### config.mk
export PLATFORM = sky130hd
export DESIGN_NAME = serial_tx_flat
export DESIGN_NICKNAME = d
export VERILOG_FILES = /design/src/rtl/serial_pkg.sv /design/src/rtl/serial_tx_if.sv /design/src/rtl/serial_tx_bit_timer.sv /design/src/rtl/serial_tx.sv /design/src/flat_wrapper.sv
export SDC_FILE = /design/constraint.sdc
export NUM_CORES = 1
export LEC_CHECK = 0
export CAP_MARGIN = 20
export CORE_ASPECT_RATIO = 0.6
export CORE_MARGIN = 4
export CORE_UTILIZATION = 25
export CTS_CLUSTER_SIZE = 25
export DETAILED_ROUTE_END_ITERATION = 10
export HOLD_SLACK_MARGIN = 0.06
export PLACE_DENSITY = 0.51
export SYNTH_ARGS = -nofsm -noshare
export SYNTH_HDL_FRONTEND = slang
export SYNTH_HIERARCHICAL = 1
export SYNTH_SLANG_ARGS = --single-unit
export TNS_END_PERCENT = 50
### constraint.sdc
create_clock -name clk -period 2.46 [get_ports clk]
set_input_delay 0.738 -clock clk [delete_from_list [all_inputs] [get_ports clk]]
set_output_delay 0.738 -clock clk [all_outputs]
set_load 0.03 [all_outputs]
### src/rtl/serial_pkg.sv
// serial_pkg: shared types and constants for the single-wire serial link.
package serial_pkg;
  typedef enum logic [1:0] {IDLE, START, DATA, STOP} tx_state_t;
  localparam logic LINE_IDLE = 1'b1;
endpackage

### src/rtl/serial_tx_if.sv
// serial_tx_if: word handshake plus serial line and busy status of the transmitter.
interface serial_tx_if #(parameter int DATA_W = 8);
  logic [DATA_W-1:0] tx_data;
  logic tx_valid;
  logic tx_ready;
  logic txd;
  logic busy;
  modport master (output tx_data, tx_valid, input tx_ready, txd, busy);
  modport slave (input tx_data, tx_valid, output tx_ready, txd, busy);
endinterface

### src/rtl/serial_tx_bit_timer.sv
// bit_timer: free-running 0..DIV-1 divider producing a tick on the last cycle of each bit.
module bit_timer #(parameter int DIV = 4) (
  input  logic clk,
  input  logic reset,
  input  logic clr,
  output logic tick
);
  localparam int CW = DIV > 1 ? $clog2(DIV) : 1;
  localparam logic [CW-1:0] LAST = CW'(DIV - 1);
  logic [CW-1:0] cnt_q, cnt_d;
  assign tick = cnt_q == LAST;
  always_comb cnt_d = (clr || tick) ? '0 : cnt_q + 1'b1;
  always_ff @(posedge clk or negedge reset)
    if (!reset) cnt_q <= '0;
    else cnt_q <= cnt_d;
endmodule

### src/rtl/serial_tx.sv
// serial_tx: frames a handshaked word as start bit, data LSB first, stop bit(s) on a registered line.
module serial_tx
  import serial_pkg::*;
#(
  parameter int DATA_W    = 8,
  parameter int DIV       = 4,
  parameter int STOP_BITS = 1
) (
  input logic       clk,
  input logic       reset,
  serial_tx_if.slave bus
);
  localparam int BW = $clog2(DATA_W + 1);
  localparam logic [BW-1:0] LAST_DATA = BW'(DATA_W - 1);
  localparam logic [BW-1:0] LAST_STOP = BW'(STOP_BITS - 1);
  tx_state_t state_q, state_d;
  logic [DATA_W-1:0] sh_q, sh_d;
  logic [BW-1:0] bit_q, bit_d;
  logic txd_q, txd_d;
  logic tick;
  // Divider held at zero while idle so the start bit gets a full DIV cycles.
  bit_timer #(.DIV(DIV)) u_timer (.clk(clk), .reset(reset), .clr(state_q == IDLE), .tick(tick));
  assign bus.tx_ready = state_q == IDLE;
  assign bus.busy = state_q != IDLE;
  assign bus.txd = txd_q;
  always_comb begin
    state_d = state_q;
    sh_d = sh_q;
    bit_d = bit_q;
    case (state_q)
      IDLE: if (bus.tx_valid) begin
        state_d = START;
        sh_d = bus.tx_data;
      end
      START: if (tick) state_d = DATA;
      DATA: if (tick) begin
        if (bit_q == LAST_DATA) state_d = STOP;
        else begin
          sh_d = sh_q >> 1;
          bit_d = bit_q + 1'b1;
        end
      end
      STOP: if (tick) begin
        if (bit_q == LAST_STOP) state_d = IDLE;
        else bit_d = bit_q + 1'b1;
      end
      default: state_d = IDLE;
    endcase
    if (state_d != state_q) bit_d = '0;
    txd_d = state_d == START ? 1'b0 : state_d == DATA ? sh_d[0] : LINE_IDLE;
  end
  always_ff @(posedge clk or negedge reset)
    if (!reset) begin
      state_q <= IDLE;
      sh_q <= '0;
      bit_q <= '0;
      txd_q <= LINE_IDLE;
    end else begin
      state_q <= state_d;
      sh_q <= sh_d;
      bit_q <= bit_d;
      txd_q <= txd_d;
    end
endmodule
### src/flat_wrapper.sv
// flat-port wrapper written by rule: the top's interface ports become plain ports
module serial_tx_flat import serial_pkg::*;
#(
  parameter int DATA_W    = 8,
  parameter int DIV       = 4,
  parameter int STOP_BITS = 1
)
  (clk, reset, bus_tx_data, bus_tx_valid, bus_tx_ready, bus_txd, bus_busy);
  serial_tx_if #(.DATA_W(DATA_W)) bus_i ();
  input logic clk;
  input logic reset;
  input wire logic [$bits(bus_i.tx_data)-1:0] bus_tx_data;
  input wire logic [$bits(bus_i.tx_valid)-1:0] bus_tx_valid;
  output wire logic [$bits(bus_i.tx_ready)-1:0] bus_tx_ready;
  output wire logic [$bits(bus_i.txd)-1:0] bus_txd;
  output wire logic [$bits(bus_i.busy)-1:0] bus_busy;
  assign bus_i.tx_data = bus_tx_data;
  assign bus_i.tx_valid = bus_tx_valid;
  assign bus_tx_ready = bus_i.tx_ready;
  assign bus_txd = bus_i.txd;
  assign bus_busy = bus_i.busy;
  serial_tx #(.DATA_W(DATA_W), .DIV(DIV), .STOP_BITS(STOP_BITS)) u_core (.clk(clk), .reset(reset), .bus(bus_i));
endmodule
==> PnR_summary.wiki <==
{| class="wikitable"
! Metric !! Value
|-
| Outcome || completed
|-
| Synthesis-stage register bit count || 17
|-
| Pwr Density || 1120 mW/mm^2
|-
| Clock sink count || 17
|-
| Final-layout fill cell count || around 350
|-
| Total number of nets in the final design || 118
|-
| Async set-or-reset flop fraction in the synthesized netlist || 1.00
|-
| Dominant cell by count in the synthesized netlist || sky130_fd_sc_hd__dfrtp_1
|-
| Worst setup slack after placement || 0.329 ns
|-
| Post-synth EDFFs || 0
|-
| Floorplan row count || 16
|-
| Placed insts || 144
|-
| Initial DRC count || 80
|-
| Io pins || 14
|-
| Top cell type's share of synthesized area || 0.438
|-
| Worst-case clock skew || around 0.0019 ns
|-
| Power, Total || ~1.3 mW
|-
| DP HPWL || 1.41 mm
|-
| Die outline area || 0.00472 sq mm
|-
| Maximum fanout count along the critical path || 5
|-
| Final setup fails || 0
|-
| CTS H-tree lvls || 1
|-
| GR Overflow Total || 0
|-
| Final Worst Setup Slack || ~0.14 ns
|-
| Pins over their slew limit || 0
|-
| Crit share post-route || 0.943
|-
| Max-capacitance violation count || 0
|-
| Number of detailed-route iterations in the first pass || 4
|-
| Ranking of synthesized cells by area || sky130_fd_sc_hd__dfrtp_1 44%, sky130_fd_sc_hd__nand2_1 6.2%, sky130_fd_sc_hd__a22oi_1 4.9%, sky130_fd_sc_hd__ha_1 4.1%, sky130_fd_sc_hd__a2bb2oi_4 2.9%
|-
| Total core area || 0.00338 sq mm
|-
| Cts bufs inserted || 3
|-
| Share of post-route cells with drive strength above 1 || 0.175
|-
| Synthesis warning total || 6
|-
| Arrival time worst endpoint || 1.58 ns
|-
| Die width || 86.1 um
|-
| Cell area after technology mapping || 915 sq um
|-
| Max Freq || 431 MHz
|-
| Total detailed-routing wirelength || 1.85 mm
|-
| CTS Buffer Depth || 2
|-
| Min Clock Period, post-route || 2.32 ns
|-
| Post-cts repair resize count || 0
|-
| Gate count after technology mapping || 84
|-
| Mean area per synthesized cell || 10.9 sq um
|-
| Worst VDD drop || between 0.5 and 0.6 mV
|-
| # DRC || 0
|-
| Final Hold Fails || 0
|-
| Required time of the critical path || 1.72 ns
|-
| Setup fix buffers added after clock tree synthesis || 0
|-
| Count of antenna-violating nets left after detailed routing || 0
|-
| Static leakage || 0.519 nW
|-
| Final RePlAce weighted congestion || ~0.73
|-
| Post-DR vias/cell || 4.32
|-
| First-pass GRT wire length || roughly 3.2 mm
|-
| Antenna diode count || 0
|-
| Cell at the root of the clock tree || sky130_fd_sc_hd__clkbuf_8
|-
| Via count of the first global-routing pass || roughly 640
|-
| Count of different cell masters after synthesis || 32
|-
| Final sum of negative setup slack || 0 ns
|-
| Final cell count without fillers || approximately 150
|-
| Initial Utilization || 0.270
|-
| Clock edge transition at the registers on the reported setup and hold paths || 0.06 ns
|-
| Initial antenna violation count || 0
|-
| Total global routing track utilization || 0.0919
|-
| Top cells by count, synth || 16 x sky130_fd_sc_hd__dfrtp_1, 15 x sky130_fd_sc_hd__nand2_1, 6 x sky130_fd_sc_hd__a22oi_1, 6 x sky130_fd_sc_hd__nor2_1
|-
| Sort of element at the start of the critical path || register
|-
| Post-Syn Nets || 98
|-
| Type of the worst min-delay path || register to register
|-
| Vias post-DR || 639
|-
| Classification of the worst setup path || register to output port
|-
| Maximum number of pins on one net before global-route repair || 18
|-
| Critical path endpoint category || output port
|-
| Input/output buffers || 13
|-
| P&R area growth vs syn || 26.1%
|-
| Worst-skew pair later-pin latency || 0.24 ns
|-
| Wire per inst || 12.5 um
|-
| Worst slew margin relative to its limit || 0.745
|-
| Setup repair after global routing missed its margin || no
|-
| Fraction of the core area covered by cells at the end of the flow || 0.341
|-
| Setup slack on the worst flop-to-flop path || ~0.73 ns
|-
| # hold bufs at CTS || 0
|-
| Slew at the pin with the worst max-slew slack || 0.383 ns
|-
| TritonCTS clock tree || done
|-
| Fraction of the yosys area taken by sequential cells || 0.466
|-
| Primary FF master, synth || sky130_fd_sc_hd__dfrtp_1
|-
| Chip height || 54.9 um
|-
| Most area-hungry cell type in the Yosys netlist || sky130_fd_sc_hd__dfrtp_1
|}
## cells in the final DEF (no fill, tap or decap), types with 2 or more instances in the layout
master                            Yosys  routed
sky130_fd_sc_hd__dfrtp_1             16      16
sky130_fd_sc_hd__nand2_1             15      15
sky130_fd_sc_hd__clkdlybuf4s50_1      0      13
sky130_fd_sc_hd__nor2_1               6       6
sky130_fd_sc_hd__a22oi_1              6       6
sky130_fd_sc_hd__inv_1                4       4
sky130_fd_sc_hd__a21oi_1              4       4
sky130_fd_sc_hd__buf_4                0       4
sky130_fd_sc_hd__clkbuf_8             0       3
sky130_fd_sc_hd__ha_1                 3       3
sky130_fd_sc_hd__nor3b_2              2       2
sky130_fd_sc_hd__o22ai_1              2       2
sky130_fd_sc_hd__mux2i_1              2       2
sky130_fd_sc_hd__xor2_1               2       2
## metrics by stage
| step | hold WS, ns | instance area, sq um |
|---|---|---|
| after floorplan | 0.429 | 915 |
| after global placement | 0.443 | 1110 |
| after detailed placement | 0.451 | 1110 |
| after CTS | 0.463 | 1150 |
| after global routing | 0.483 | 1150 |
| final | 0.460 | 1150 |
## critical path, cell delays in order, from the launching register on
cell and delay [ns]:
sky130_fd_sc_hd__dfrtp_1 0.40, sky130_fd_sc_hd__nor2_4 0.22, sky130_fd_sc_hd__clkdlybuf4s50_1 0.71
## cells by family (layout without fill, tap and decap cells)
kind of cell	after synthesis	in the layout	share of synthesized area
adder cells (fa/ha/maj)	3	3	0.0410
flip-flops	17	17	0.466
AO/OA/AOI/OAI	18	18	0.159
buffers and inverters	6	25	0.0410
multiplexers	2	2	0.0219
AND/OR/NAND/NOR	35	35	0.242
XOR/XNOR	3	3	0.0287
## metal layers
layer,part of all wire,GRT usage
met3,0.038,0.0331
met1,0.57,0.131
met5,0,0
met4,0.015,0.0342
met2,0.38,0.125
## cell type report
| cell class | instances | area (sq um) | area share |
|---|---|---|---|
| multi-input combinational | 61 | 450 | 0.390 |
| sequential | 17 | 427 | 0.370 |
| timing repair buffer | 17 | 160 | 0.139 |
| tap | 45 | 56.3 | 0.0488 |
| clock buffer | 4 | 45.0 | 0.0390 |
| inverter | 4 | 15.0 | 0.0130 |
## state kept, by name, indices dropped and copies added (netlist names)
name / flops
u_core/bit_q: 4
u_core/bus.txd: 1
u_core/sh_q: 8
u_core/state_q: 2
u_core/u_timer/cnt_q: 2
## final timing paths
path | start | end | cells after the start
setup / recovery | u_core/state_q[1] | bus_tx_ready | 2
hold / removal | u_core/u_timer/cnt_q[0] | u_core/u_timer/cnt_q[0] | 1
setup reg to reg | u_core/u_timer/cnt_q[0] | u_core/bus.txd | 6
hold reg to reg | u_core/u_timer/cnt_q[0] | u_core/u_timer/cnt_q[0] | 1
max in group asynchronous | reset | u_core/bus.txd | 2
min in group asynchronous | reset | u_core/bit_q[0] | 2
## power breakdown
| part | leakage [nW] | internal, mW | switching, mW |
|---|---|---|---|
| logic | 0.284 | 0.268 | 0.344 |
| clock network | 0.0228 | 0.114 | 0.0837 |
| registers | 0.212 | 0.405 | 0.0726 |
| total | 0.519 | 0.787 | 0.500 |
Power figures use the tool's default switching activity.
